`src/rtl/bdi_pkg.sv`:
```
// Shared types and widths for the Base-Delta-Immediate line decompressor.
package bdi_pkg;

  localparam int unsigned WORDS  = 8;
  localparam int unsigned WORD_W = 32;
  localparam int unsigned LINE_W = WORDS * WORD_W;
  localparam int unsigned BASE_W = 32;
  localparam int unsigned D1_W   = 8;
  localparam int unsigned D2_W   = 16;
  localparam int unsigned ENC_W  = 3;
  localparam int unsigned IDX_W  = 3;

  typedef enum logic [ENC_W-1:0] {
    ENC_ZEROS  = 3'd0,
    ENC_REPEAT = 3'd1,
    ENC_B4D1   = 3'd2,
    ENC_B4D2   = 3'd3,
    ENC_RAW    = 3'd4
  } bdi_enc_t;

  typedef enum logic [1:0] {
    ST_IDLE = 2'd0,
    ST_EMIT = 2'd1,
    ST_ERR  = 2'd2
  } bdi_dec_state_t;

  // Encodings above RAW are reserved and flagged as errors.
  function automatic logic enc_legal(input logic [ENC_W-1:0] enc);
    return enc <= ENC_W'(ENC_RAW);
  endfunction

endpackage

```
`src/rtl/bdi_word_decode.sv`:
```
// Reconstructs one 32-bit word of a BDI-compressed line from its encoding,
// base-select bit, payload and word index.
module bdi_word_decode
  import bdi_pkg::*;
(
  input  logic [ENC_W-1:0]  i_enc,
  input  logic              i_mask_bit,
  input  logic [LINE_W-1:0] i_payload,
  input  logic [IDX_W-1:0]  i_idx,
  output logic [WORD_W-1:0] o_word
);

  logic [WORD_W-1:0] w_base;
  logic [WORD_W-1:0] w_sel_base;
  logic [D1_W-1:0]   w_d1;
  logic [D2_W-1:0]   w_d2;
  logic [WORD_W-1:0] w_d1_sext;
  logic [WORD_W-1:0] w_d2_sext;
  logic [WORD_W-1:0] w_raw;

  assign w_base     = i_payload[BASE_W-1:0];
  assign w_sel_base = i_mask_bit ? w_base : '0;
  assign w_d1       = i_payload[BASE_W + D1_W*i_idx +: D1_W];
  assign w_d2       = i_payload[BASE_W + D2_W*i_idx +: D2_W];
  assign w_d1_sext  = {{(WORD_W-D1_W){w_d1[D1_W-1]}}, w_d1};
  assign w_d2_sext  = {{(WORD_W-D2_W){w_d2[D2_W-1]}}, w_d2};
  assign w_raw      = i_payload[WORD_W*i_idx +: WORD_W];

  // Sums wrap modulo 2^32; illegal encodings decode to zero.
  always_comb begin
    o_word = '0;
    case (i_enc)
      ENC_ZEROS:  o_word = '0;
      ENC_REPEAT: o_word = w_base;
      ENC_B4D1:   o_word = w_sel_base + w_d1_sext;
      ENC_B4D2:   o_word = w_sel_base + w_d2_sext;
      ENC_RAW:    o_word = w_raw;
      default:    o_word = '0;
    endcase
  end

endmodule

```
`src/rtl/bdi_decompressor.sv`:
```
// BDI line decompressor: captures one compressed line and streams its eight
// reconstructed words under a valid/ready handshake.
module bdi_decompressor
  import bdi_pkg::*;
(
  input  logic              clk,
  input  logic              rst,
  input  logic              in_valid,
  output logic              in_ready,
  input  logic [ENC_W-1:0]  in_encoding,
  input  logic [WORDS-1:0]  in_mask,
  input  logic [LINE_W-1:0] in_payload,
  output logic              out_valid,
  input  logic              out_ready,
  output logic [WORD_W-1:0] out_word,
  output logic [IDX_W-1:0]  out_idx,
  output logic              out_last,
  output logic              out_error
);

  localparam logic [IDX_W-1:0] LAST_IDX = IDX_W'(WORDS - 1);

  bdi_dec_state_t    r_state;
  logic [ENC_W-1:0]  r_enc;
  logic [WORDS-1:0]  r_mask;
  logic [LINE_W-1:0] r_payload;
  logic [IDX_W-1:0]  r_idx;
  logic              r_in_ready;
  logic              r_out_valid;
  logic              r_out_last;
  logic              r_out_error;
  logic [WORD_W-1:0] w_word;

  always_ff @(posedge clk or negedge rst) begin
    if (!rst) begin
      r_state     <= ST_IDLE;
      r_enc       <= '0;
      r_mask      <= '0;
      r_payload   <= '0;
      r_idx       <= '0;
      r_in_ready  <= 1'b1;
      r_out_valid <= 1'b0;
      r_out_last  <= 1'b0;
      r_out_error <= 1'b0;
    end else begin
      case (r_state)
        ST_IDLE: begin
          if (in_valid) begin
            r_enc       <= in_encoding;
            r_mask      <= in_mask;
            r_payload   <= in_payload;
            r_idx       <= '0;
            r_in_ready  <= 1'b0;
            r_out_valid <= 1'b1;
            if (enc_legal(in_encoding)) begin
              r_state     <= ST_EMIT;
              r_out_last  <= 1'b0;
              r_out_error <= 1'b0;
            end else begin
              r_state     <= ST_ERR;
              r_out_last  <= 1'b1;
              r_out_error <= 1'b1;
            end
          end
        end
        ST_EMIT: begin
          if (out_ready) begin
            if (r_idx == LAST_IDX) begin
              r_state     <= ST_IDLE;
              r_idx       <= '0;
              r_in_ready  <= 1'b1;
              r_out_valid <= 1'b0;
              r_out_last  <= 1'b0;
            end else begin
              r_idx      <= r_idx + IDX_W'(1);
              r_out_last <= (r_idx == LAST_IDX - IDX_W'(1));
            end
          end
        end
        ST_ERR: begin
          if (out_ready) begin
            r_state     <= ST_IDLE;
            r_in_ready  <= 1'b1;
            r_out_valid <= 1'b0;
            r_out_last  <= 1'b0;
            r_out_error <= 1'b0;
          end
        end
        default: begin
          r_state     <= ST_IDLE;
          r_idx       <= '0;
          r_in_ready  <= 1'b1;
          r_out_valid <= 1'b0;
          r_out_last  <= 1'b0;
          r_out_error <= 1'b0;
        end
      endcase
    end
  end

  // Word is decoded straight from the captured line and current index.
  bdi_word_decode u_word_decode (
    .i_enc      (r_enc),
    .i_mask_bit (r_mask[r_idx]),
    .i_payload  (r_payload),
    .i_idx      (r_idx),
    .o_word     (w_word)
  );

  assign in_ready  = r_in_ready;
  assign out_valid = r_out_valid;
  assign out_word  = w_word;
  assign out_idx   = r_idx;
  assign out_last  = r_out_last;
  assign out_error = r_out_error;

endmodule

```
`config.mk`:
```
export PLATFORM = sky130hd
export DESIGN_NAME = bdi_decompressor
export DESIGN_NICKNAME = d
export VERILOG_FILES = /design/src/rtl/bdi_pkg.sv /design/src/rtl/bdi_word_decode.sv /design/src/rtl/bdi_decompressor.sv
export SDC_FILE = /design/constraint.sdc
export NUM_CORES = 1
export LEC_CHECK = 0
export BUFFER_PORTS_ARGS = -buffer_cell sky130_fd_sc_hd__buf_2
export CAP_MARGIN = 20
export CORE_MARGIN = 1.5
export CORE_UTILIZATION = 39
export DETAILED_ROUTE_END_ITERATION = 12
export GPL_TIMING_DRIVEN = 0
export HOLD_SLACK_MARGIN = 0.05
export PLACE_DENSITY = 0.67
export SLEW_MARGIN = 20
export SYNTH_ARGS = -nofsm -noshare
export SYNTH_HDL_FRONTEND = slang
export SYNTH_SLANG_ARGS = --single-unit
```
`constraint.sdc`:
```
create_clock -name clk -period 5.15 [get_ports clk]
set_input_delay 0.515 -clock clk [delete_from_list [all_inputs] [get_ports clk]]
set_output_delay 0.515 -clock clk [all_outputs]
set_load 0.005 [all_outputs]
```
==> impl_metrics.json, run 1 <==
{
  "period_minus_slack_ns": 5.25,
  "grtUsageTotal_pct": 28.9,
  "grt_pass1_wl_mm": 88.3,
  "core_region_area_um2": 40700,
  "syn_nets": 1495,
  "drc_errors": 0,
  "vias_per_cell": 5.97,
  "first_pass_iters": 5,
  "final_area_um2": 20600,
  "worstMarginPinSlew_ns": 1.13,
  "clock_latency_ns": 0.60,
  "synth_flop_cell": "dfrtp_1",
  "crit_path_start_kind": "register",
  "start_util_pct": 39.5,
  "portBuffers": 308,
  "synth_seq_cells": 276,
  "cts-root-buf": "clkbuf_16",
  "cp.required_ns": 4.64,
  "synth.cell_area_um2": 16100,
  "ys_warn_count": 0,
  "synth_edf_count": 0,
  "cap_violations": 0,
  "grt_setup_unrepaired": "true",
  "status": "finished with violations",
  "ys_types": 58,
  "wl_mm": 61.3,
  "setup_violations": 12,
  "rows": 74,
  "gr-total-overflow": 0,
  "first_global_vias": 13005,
  "endpoint_kind": "output pin",
  "cts_made_buffers": 31,
  "skew_ns": 0.0198,
  "die_w_um": 206,
  "cts_tree": "yes",
  "synthArstFlopShare_pct": 100,
  "vias": 12824,
  "wl_per_cell_um": 28.5,
  "ys_seq_area_share_pct": 42.9,
  "clock_path_buffers": 3,
  "cp_data_arrival_time_ns": 4.74,
  "max_freq_mhz": 190,
  "slew_headroom_pct": 24.9,
  "path_clk_slew_ns": 0.07,
  "violations": "negative setup slack",
  "die_area_um2": 42500,
  "drive_gt1_share_pct": 57.6,
  "path_class": "reg2out",
  "gp_congestion": 0.962,
  "r2r_setup_slack_ns": 1.93,
  "hold_class": "in2reg",
  "avgSynthCellArea_um2": 13.5,
  "die-height_um": 206,
  "critPathMaxFanout": 8,
  "final_hold_viol_count": 0,
  "fin_ws_ns": -0.102,
  "synth_cells": 1189,
  "ctsHtreeMaxLevel": 1,
  "ant_nets": 0,
  "drtIter0Drc": 1132,
  "placedInstanceArea_um2": 18400,
  "io_pins": 310,
  "cts_sinks": 276,
  "fin_crit_sh_pct": 102,
  "hpwlAfterDp_mm": 48.3,
  "grt_max_degree": 83,
  "finalMaxSlewViolations": 0,
  "antenna_found_initial": 20,
  "syn2layout_area_growth_pct": 28.0,
  "nNetsFinal": 1891
}
## kinds of logic (layout without fill, tap and decap cells)
| kind of cell | after synthesis | after routing | synth area share, % |
|---|---|---|---|
| compound gates | 171 | 171 | 7.02 |
| xor+xnor | 25 | 25 | 1.41 |
| fa+ha+maj | 35 | 35 | 2.77 |
| buf+inv | 98 | 518 | 2.60 |
| flops | 276 | 276 | 42.9 |
| mux | 433 | 433 | 38.5 |
| other cells | 0 | 8 | 0 |
| simple gates | 151 | 151 | 4.77 |
## layout make-up
| class | instances | area (um2) |
|---|---|---|
| inverters | 10 | 37.5 |
| plain buffers | 83 | 606 |
| multi-input cells | 815 | 9170 |
| flip-flops and latches | 276 | 6910 |
| fillers | 3605 | 20100 |
| clock buffers | 43 | 891 |
| diodes | 8 | 20.0 |
| clock inverters | 14 | 165 |
| repair buffers | 368 | 2140 |
| well taps | 532 | 666 |
## per-stage QoR
step	hold slack [ns]	setup TNS (ns)	setup slack, ns	cells	utilization [%]
floorplan	0.219	0	0.361	1189	-
global placement	0.468	-435.38	-1.58	2029	44.9
detailed placement	0.415	-14.66	-1.07	2032	45.1
CTS	0.136	-0.281	-0.0744	2128	49.9
global route	0.149	-2.33	-0.215	2145	50.5
finish	0.146	-0.545	-0.102	2149	50.6
## cell usage after synthesis, types with 3 or more instances
library cell	instances	share of area, %
dfrtp_1	275	43
mux2_2	268	19
mux4_2	122	17
mux2i_1	43	2.7
nor2b_1	42	1.6
a21oi_1	40	1.2
o21ai_0	39	1.2
buf_2	38	1.2
nand2_1	37	0.86
clkbuf_1	36	0.84
ha_1	34	2.6
nor2_1	30	0.70
a21o_1	19	0.89
o221ai_1	14	0.76
xor2_1	14	0.76
buf_1	13	0.30
inv_1	10	0.23
xnor2_1	10	0.54
nand3_1	9	0.28
nand2b_1	7	0.27
nor3_1	7	0.22
o21a_1	6	0.28
a22oi_1	5	0.23
a31oi_1	5	0.19
nand4_1	5	0.19
o21ai_1	5	0.16
a211oi_1	4	0.19
o21bai_1	4	0.19
a221o_1	3	0.19
a41oi_1	3	0.16
and3_1	3	0.12
nand4b_1	3	0.16
o211ai_1	3	0.14
## layout by cell type (no fill, tap or decap), types with 8 or more instances in the layout
cell / instances
buf_2: 333
dfrtp_1: 275
mux2_2: 268
mux4_2: 122
buf_4: 50
mux2i_1: 42
nor2b_1: 41
nand2_1: 36
a21oi_1: 34
clkbuf_16: 33
clkbuf_1: 30
o21ai_0: 28
nor2_1: 28
a21o_1: 19
ha_1: 18
xor2_1: 13
buf_12: 12
buf_6: 11
o21ai_1: 10
inv_1: 10
xnor2_1: 10
diode_2: 8
clkbuf_8: 8
o221ai_1: 8
ha_2: 8
ha_4: 8
## timing repair
item / 4_1_cts / 5_1_grt
buffers inserted: 43 / 11
hold endpoints to repair: 37 / 0
hold buffers: 1 / 0
gates resized for setup: 149 / 26
cloned: 0 / 2
setup endpoints to repair: 31 / 19
pin swaps: 29 / 17
## critical path, stage by stage (launching register included)
cell	delay (ns)
dfrtp_1	0.41
buf_8	0.16
buf_12	0.15
buf_12	0.14
buf_12	0.14
mux4_2	0.28
mux4_2	0.53
ha_4	0.20
fa_2	0.35
a21oi_2	0.16
nand4b_1	0.22
and3_4	0.23
nor2_4	0.05
a211oi_4	0.33
a211o_1	0.27
o2111ai_2	0.15
o311ai_4	0.15
buf_2	0.17
## per-layer routing
layer	global-route usage (%)	vias up	part of all wire, %	routed length, um
met5	0	-	0.23	144
met2	45.9	730	46	28400
li1	-	5383	-	-
met1	37.7	6540	39	23800
met3	8.85	147	11	6660
met4	9.58	24	3.7	2270
## worst paths after layout
| path | start | end | depth (start not counted) |
|---|---|---|---|
| setup / recovery | out_idx[1] | out_word[30] | 17 |
| hold / removal | in_payload[96] | r_payload[96] | 2 |
| setup reg to reg | r_state[1] | r_payload[71] | 7 |
| hold reg to reg | in_ready | in_ready | 2 |
| max in group asynchronous | rst | in_ready | 4 |
| min in group asynchronous | rst | r_payload[217] | 2 |
## registers in the layout (all words and copies together) (netlist names)
name / cells
out_last: 1
r_enc: 3
in_ready: 1
out_error: 1
out_valid: 1
r_mask: 8
r_payload: 256
r_state: 2
out_idx: 3
Power of run 1 is left out: the tool's default activity adds up to more than one toggle a clock period on the data nets, which glitch-free logic cannot reach.
==> run 2: changes to the inputs <==
Clock period 5.15 ns to 6 ns, I/O delays scaled along.
==> run 2 against run 1 <==
  * The flow now finishes without violations
  * First-iteration DRC count up 5.9%
  * Via count down 2.9%
  * Flip-flop and latch count unchanged
  * Utilization down 2.3 points
  * Critical path type unchanged
  * Highest routed layer unchanged
==> impl_metrics.json, run 2 (synthesis gave the netlist of run 1 again) <==
{
  "regMostFlops": "r_payload",
  "peakVddDrop_mv": 0.308,
  "drc_errors": 0,
  "fin_cells": 2099,
  "skew_ns": 0.0220,
  "endpoint_kind": "output pin",
  "status": "finished clean",
  "wl_met1_mm": 24.3,
  "cp.required_ns": 5.40,
  "clock_latency_ns": 0.60,
  "first_global_vias": 12759,
  "hpwlAfterDp_mm": 48.3,
  "power_density_nw_per_um2": 770,
  "wl_per_cell_um": 28.7,
  "power_mw": 15.1,
  "clock_path_buffers": 3,
  "cts_made_buffers": 31,
  "slowest_stage": "mux4_2",
  "vias_per_cell": 5.93,
  "cp_data_arrival_time_ns": 5.23,
  "io_pins": 310,
  "core_region_area_um2": 40700,
  "nNetsFinal": 1841,
  "start_util_pct": 39.5,
  "die_w_um": 206,
  "largest_register_ffs": 256,
  "worst_hold_startpoint": "in_payload[96]",
  "dp.cells": 2032,
  "max_freq_mhz": 171,
  "gr-total-overflow": 0,
  "ctsHtreeMaxLevel": 1,
  "gp_congestion": 0.962,
  "grt_max_degree": 83,
  "wl_mm": 60.2,
  "first_pass_iters": 5,
  "die_area_um2": 42500,
  "rows": 74,
  "setup_violations": 0,
  "ant_nets": 0,
  "wl_met3_mm": 5.80,
  "layout_common_cells": "buf_2 (335), dfrtp_1 (275), mux2_2 (268)",
  "p_leak_nw": 8.33,
  "reg_top3": "r_payload: 256 flops, r_mask: 8 flops",
  "slew_headroom_pct": 24.0,
  "cts-root-buf": "clkbuf_16",
  "fin_crit_sh_pct": 97.2,
  "finalMaxSlewViolations": 0,
  "crit_path_start_kind": "register",
  "vias": 12454,
  "drtIter0Drc": 1199,
  "period_minus_slack_ns": 5.83,
  "portBuffers": 308,
  "grt_setup_unrepaired": "true",
  "layout_commonest_cell": "buf_2",
  "grtUsageTotal_pct": 28.6,
  "drive_gt1_share_pct": 52.8,
  "critPathMaxFanout": 10,
  "die-height_um": 206,
  "path_clk_slew_ns": 0.07,
  "grt_pass1_wl_mm": 87.4,
  "worstMarginPinSlew_ns": 1.14,
  "path_class": "reg2out",
  "syn2layout_area_growth_pct": 22.2,
  "worst_r2r_startpoint": "r_state[1]",
  "crit_start": "out_idx[1]",
  "antenna_found_initial": 18,
  "whs_ns": 0.231,
  "cap_violations": 0,
  "dr.max_layer_used": "met5",
  "cp_common_cell": "buf_6",
  "final_hold_viol_count": 0,
  "crit_chain": "buf_6, buf_6, buf_8, buf_6, mux4_2, mux4_2, ha_1, fa_1, a21oi_1, nand4b_1, and3_1, nor2_1, a211oi_4, a211o_1, o2111ai_1, o311ai_2, buf_2",
  "slowest_delay_ns": 0.50,
  "cts_sinks": 276,
  "met2WireLength_mm": 28.1,
  "cts_tree": "yes",
  "fin_util_pct": 48.3,
  "hold_class": "in2reg"
}
## run 2: cell types whose count changed in the layout (fill, tap and decap cells not counted), sizes merged
cell and change:
buf -58, clkbuf +8
## run 2: area by class of cell
cell class	count	area [um2]
fillers	3682	21100
multi-input cells	815	8840
flip-flops and latches	276	6910
repair buffers	315	1670
clock buffers	43	891
well taps	532	666
plain buffers	86	464
clock inverters	14	165
inverters	10	37.5
diodes	8	20.0
## run 2: what timing repair did
action / in CTS / in global routing
buffers inserted: 1 / 2
resized for setup: 38 / 24
hold buffers: 1 / 0
hold endpoints to repair: 37 / 0
endpoints found under the setup margin: 23 / 15
pin swaps: 1 / 4
## run 2: through the flow
step	setup WS, ns	instance area, um2	TNS (ns)
after floorplan	1.13	16100	0
after global placement	-0.814	18300	-210.86
after detailed placement	-0.307	18400	-0.604
after CTS	0.0113	19600	0
after global routing	-0.00606	19600	-0.00606
final	0.165	19700	0
## run 2: final timing paths
path,end,depth (start not counted),slack [ns]
setup / recovery,out_word[30],17,0.17
hold / removal,r_payload[96],2,0.23
setup reg to reg,r_payload[71],7,2.78
hold reg to reg,in_ready,2,0.49
max in group asynchronous,in_ready,4,4.35
min in group asynchronous,r_payload[217],2,0.47
## run 2: worst max-delay path: cells and delay by family (launching register included)
kind	cells	cell delay, ns
muxes	2	0.82
adders and majority gates	2	0.72
and+or+nand+nor	3	0.49
DFF	1	0.45
buffers and inverters	5	1.01
AOI/OAI and AO/OA	5	1.14
## run 2: power breakdown
group	leakage [nW]	switching, mW	total, mW	internal [mW]
Combinational	4.56	4.96	9.32	4.36
Sequential	3.26	1.01	3.83	2.82
Clock	0.518	0.816	1.98	1.16
## run 2: layer usage
layer	vias up	track usage (%)
li1	5287	-
met1	6408	38.5
met2	617	45.2
met3	120	7.54
met4	22	8.88
met5	-	0
Note: power is estimated with default switching activity, not from simulation.
==> run 3: changes to the inputs <==
Settings changed: CORE_ASPECT_RATIO from default to 1.75, CORE_MARGIN 1.5 to default, RECOVER_POWER from default to 100.
==> run 3 against run 2 <==
  * The run now ends with max-capacitance violations, max-slew violations left
  * Non-clock buffer count is the same
  * Register-to-register slack gained 0.34 ns
  * Die area shrank 0.89%
  * Setup slack gained 0.0068 ns
  * Routed wire length grew 0.98%
  * Clock skew shrank 0.0060 ns
  * Worst hold slack improved by 0.028 ns
  * Sequential share of layout area increased by 0.12 points
  * Combinational power decreased by 0.5%
  * Final area is 0.35% lower
  * Clock power barely moved
  * Power fell by 0.50%
  * Critical endpoint is now out_word[16]
  * Largest power group unchanged
==> impl_metrics.json, run 3 (synthesis gave the netlist of run 1 again) <==
{
  "dr.max_layer_used": "met5",
  "rows": 98,
  "path_delay_family": "compound AO/OA/AOI/OAI gates",
  "hold_class": "in2reg",
  "wl_met3_mm": 3.73,
  "layout_commonest_cell": "buf_2",
  "critPathMaxFanout": 10,
  "cp_data_arrival_time_ns": 5.23,
  "hpwlAfterDp_mm": 49.9,
  "setup_violations": 0,
  "portBuffers": 308,
  "hold-path-endpoint": "r_payload[23]",
  "path_class": "reg2out",
  "setup_tns_ns": 0,
  "vias": 12415,
  "whs_path_depth": 2,
  "met2WireLength_mm": 31.8,
  "path_clk_slew_ns": 0.07,
  "wl_met1_mm": 20.2,
  "crit_chain": "buf_6, mux4_2, mux2i_4, clkbuf_2, nor2b_1, ha_1, fa_1, a21oi_2, nand4b_1, a21oi_1, o2111a_1, o21bai_1, a31oi_1, nor3_1, o32ai_2, buf_2",
  "slowest_delay_ns": 0.56,
  "worst_hold_startpoint": "in_payload[23]",
  "wl_per_cell_um": 28.9,
  "ctsHtreeMaxLevel": 1,
  "whs_ns": 0.259,
  "cts-root-buf": "clkbuf_16",
  "period_minus_slack_ns": 5.83,
  "r2r_setup_slack_ns": 3.12,
  "clock_latency_ns": 0.58,
  "grt_max_degree": 90,
  "fin_util_pct": 48.1,
  "p_leak_nw": 8.32,
  "slowest_stage": "mux4_2",
  "gp_congestion": 0.944,
  "skew_ns": 0.0160,
  "crit_path_start_kind": "register",
  "fin_cells": 2107,
  "final_area_um2": 19600,
  "first_global_vias": 13076,
  "ant_nets": 0,
  "die_w_um": 156,
  "cts_made_buffers": 29,
  "finalMaxSlewViolations": 87,
  "slew_headroom_pct": -56.1,
  "endpoint_kind": "output pin",
  "status": "finished with violations",
  "final_hold_viol_count": 0,
  "core_region_area_um2": 40700,
  "antenna_found_initial": 10,
  "drive_gt1_share_pct": 52.8,
  "critPathBufInv": 3,
  "wl_mm": 60.8,
  "cap_violations": 1,
  "drc_errors": 0,
  "start_util_pct": 39.5,
  "peakVddDrop_mv": 0.317,
  "die_area_um2": 42100,
  "syn2layout_area_growth_pct": 21.7,
  "drtIter0Drc": 838,
  "grt_pass1_wl_mm": 87.0,
  "placedInstanceArea_um2": 18400,
  "r2r_end": "r_payload[73]",
  "die-height_um": 271,
  "first_pass_iters": 4,
  "worst_r2r_startpoint": "r_state[1]",
  "fin_crit_sh_pct": 97.1,
  "io_pins": 310,
  "gr-total-overflow": 0,
  "regMostFlops": "r_payload",
  "reg2reg_depth": 7,
  "largest_register_ffs": 256,
  "dp.cells": 2050,
  "violations": "max-capacitance violations, max-slew violations",
  "nNetsFinal": 1839,
  "clock_path_buffers": 3,
  "power_density_nw_per_um2": 768,
  "grtUsageTotal_pct": 29.1,
  "cts_sinks": 276,
  "cts_tree": "yes",
  "vias_per_cell": 5.89,
  "max_freq_mhz": 172,
  "reg_top3": "r_payload: 256 flops, r_mask: 8 flops",
  "cp.required_ns": 5.40,
  "worstMarginPinSlew_ns": 2.34,
  "grt_setup_unrepaired": "true",
  "layout_common_cells": "buf_2 (337), dfrtp_1 (275), mux2_2 (268)"
}
## run 3: changes by cell type in the layout (fill, tap and decap cells not counted), moves of 2 or more
cell / before / now
diode_2: 8 / 2
clkbuf_1: 35 / 32
buf_2: 335 / 337
clkbuf_16: 31 / 29
clkbuf_2: 4 / 6
clkbuf_4: 5 / 3
inv_8: 0 / 2
## run 3: how the worst max path moves through the flow
| stage | from | to | slack, ns | depth (start not counted) |
|---|---|---|---|---|
| after detailed placement | out_idx[1] | out_word[24] | -0.32 | 17 |
| after global placement | rst | out_valid | -0.73 | 1 |
| final | out_idx[0] | out_word[16] | 0.17 | 16 |
| after floorplan | out_idx[1] | out_word[10] | 1.13 | 14 |
| after CTS | out_idx[1] | out_word[24] | -0.02 | 17 |
| after global routing | out_idx[0] | out_word[25] | -0.004 | 17 |
## run 3: routing by layer
| metal | up-vias | track usage, % |
|---|---|---|
| li1 | 5262 | - |
| met2 | 568 | 52.1 |
| met1 | 6357 | 30.2 |
| met4 | 16 | 20.8 |
| met3 | 212 | 5.19 |
| met5 | - | 0 |
## run 3: power by group
| part | internal, mW | total, mW | switching (mW) |
|---|---|---|---|
| clock network | 1.14 | 1.97 | 0.826 |
| logic | 4.35 | 9.27 | 4.92 |
| registers | 2.82 | 3.82 | 0.998 |
## run 3: cell type report
cell class	count	area, um2
diodes	2	5.00
clock buffers	36	812
well taps	550	688
flip-flops and latches	276	6910
clock inverters	17	219
fillers	3696	21100
inverters	10	37.5
plain buffers	86	464
multi-input cells	815	8820
repair buffers	315	1630
## run 3: what timing repair did
item                                   in CTS  in global routing
hold buffers                                1                  0
resized for setup                          39                 15
endpoints found under the hold margin      14                  0
setup endpoints to repair                  24                 14
setup buffers                               0                  3
pin swaps                                   1                  3
## run 3: through the flow
step / total power [mW] / setup WS [ns]
global route: 15.8 / -0.00423
floorplan: 9.59 / 1.13
CTS: 14.9 / -0.0212
finish: 15.1 / 0.172
global placement: 12.5 / -0.731
detailed placement: 12.7 / -0.320
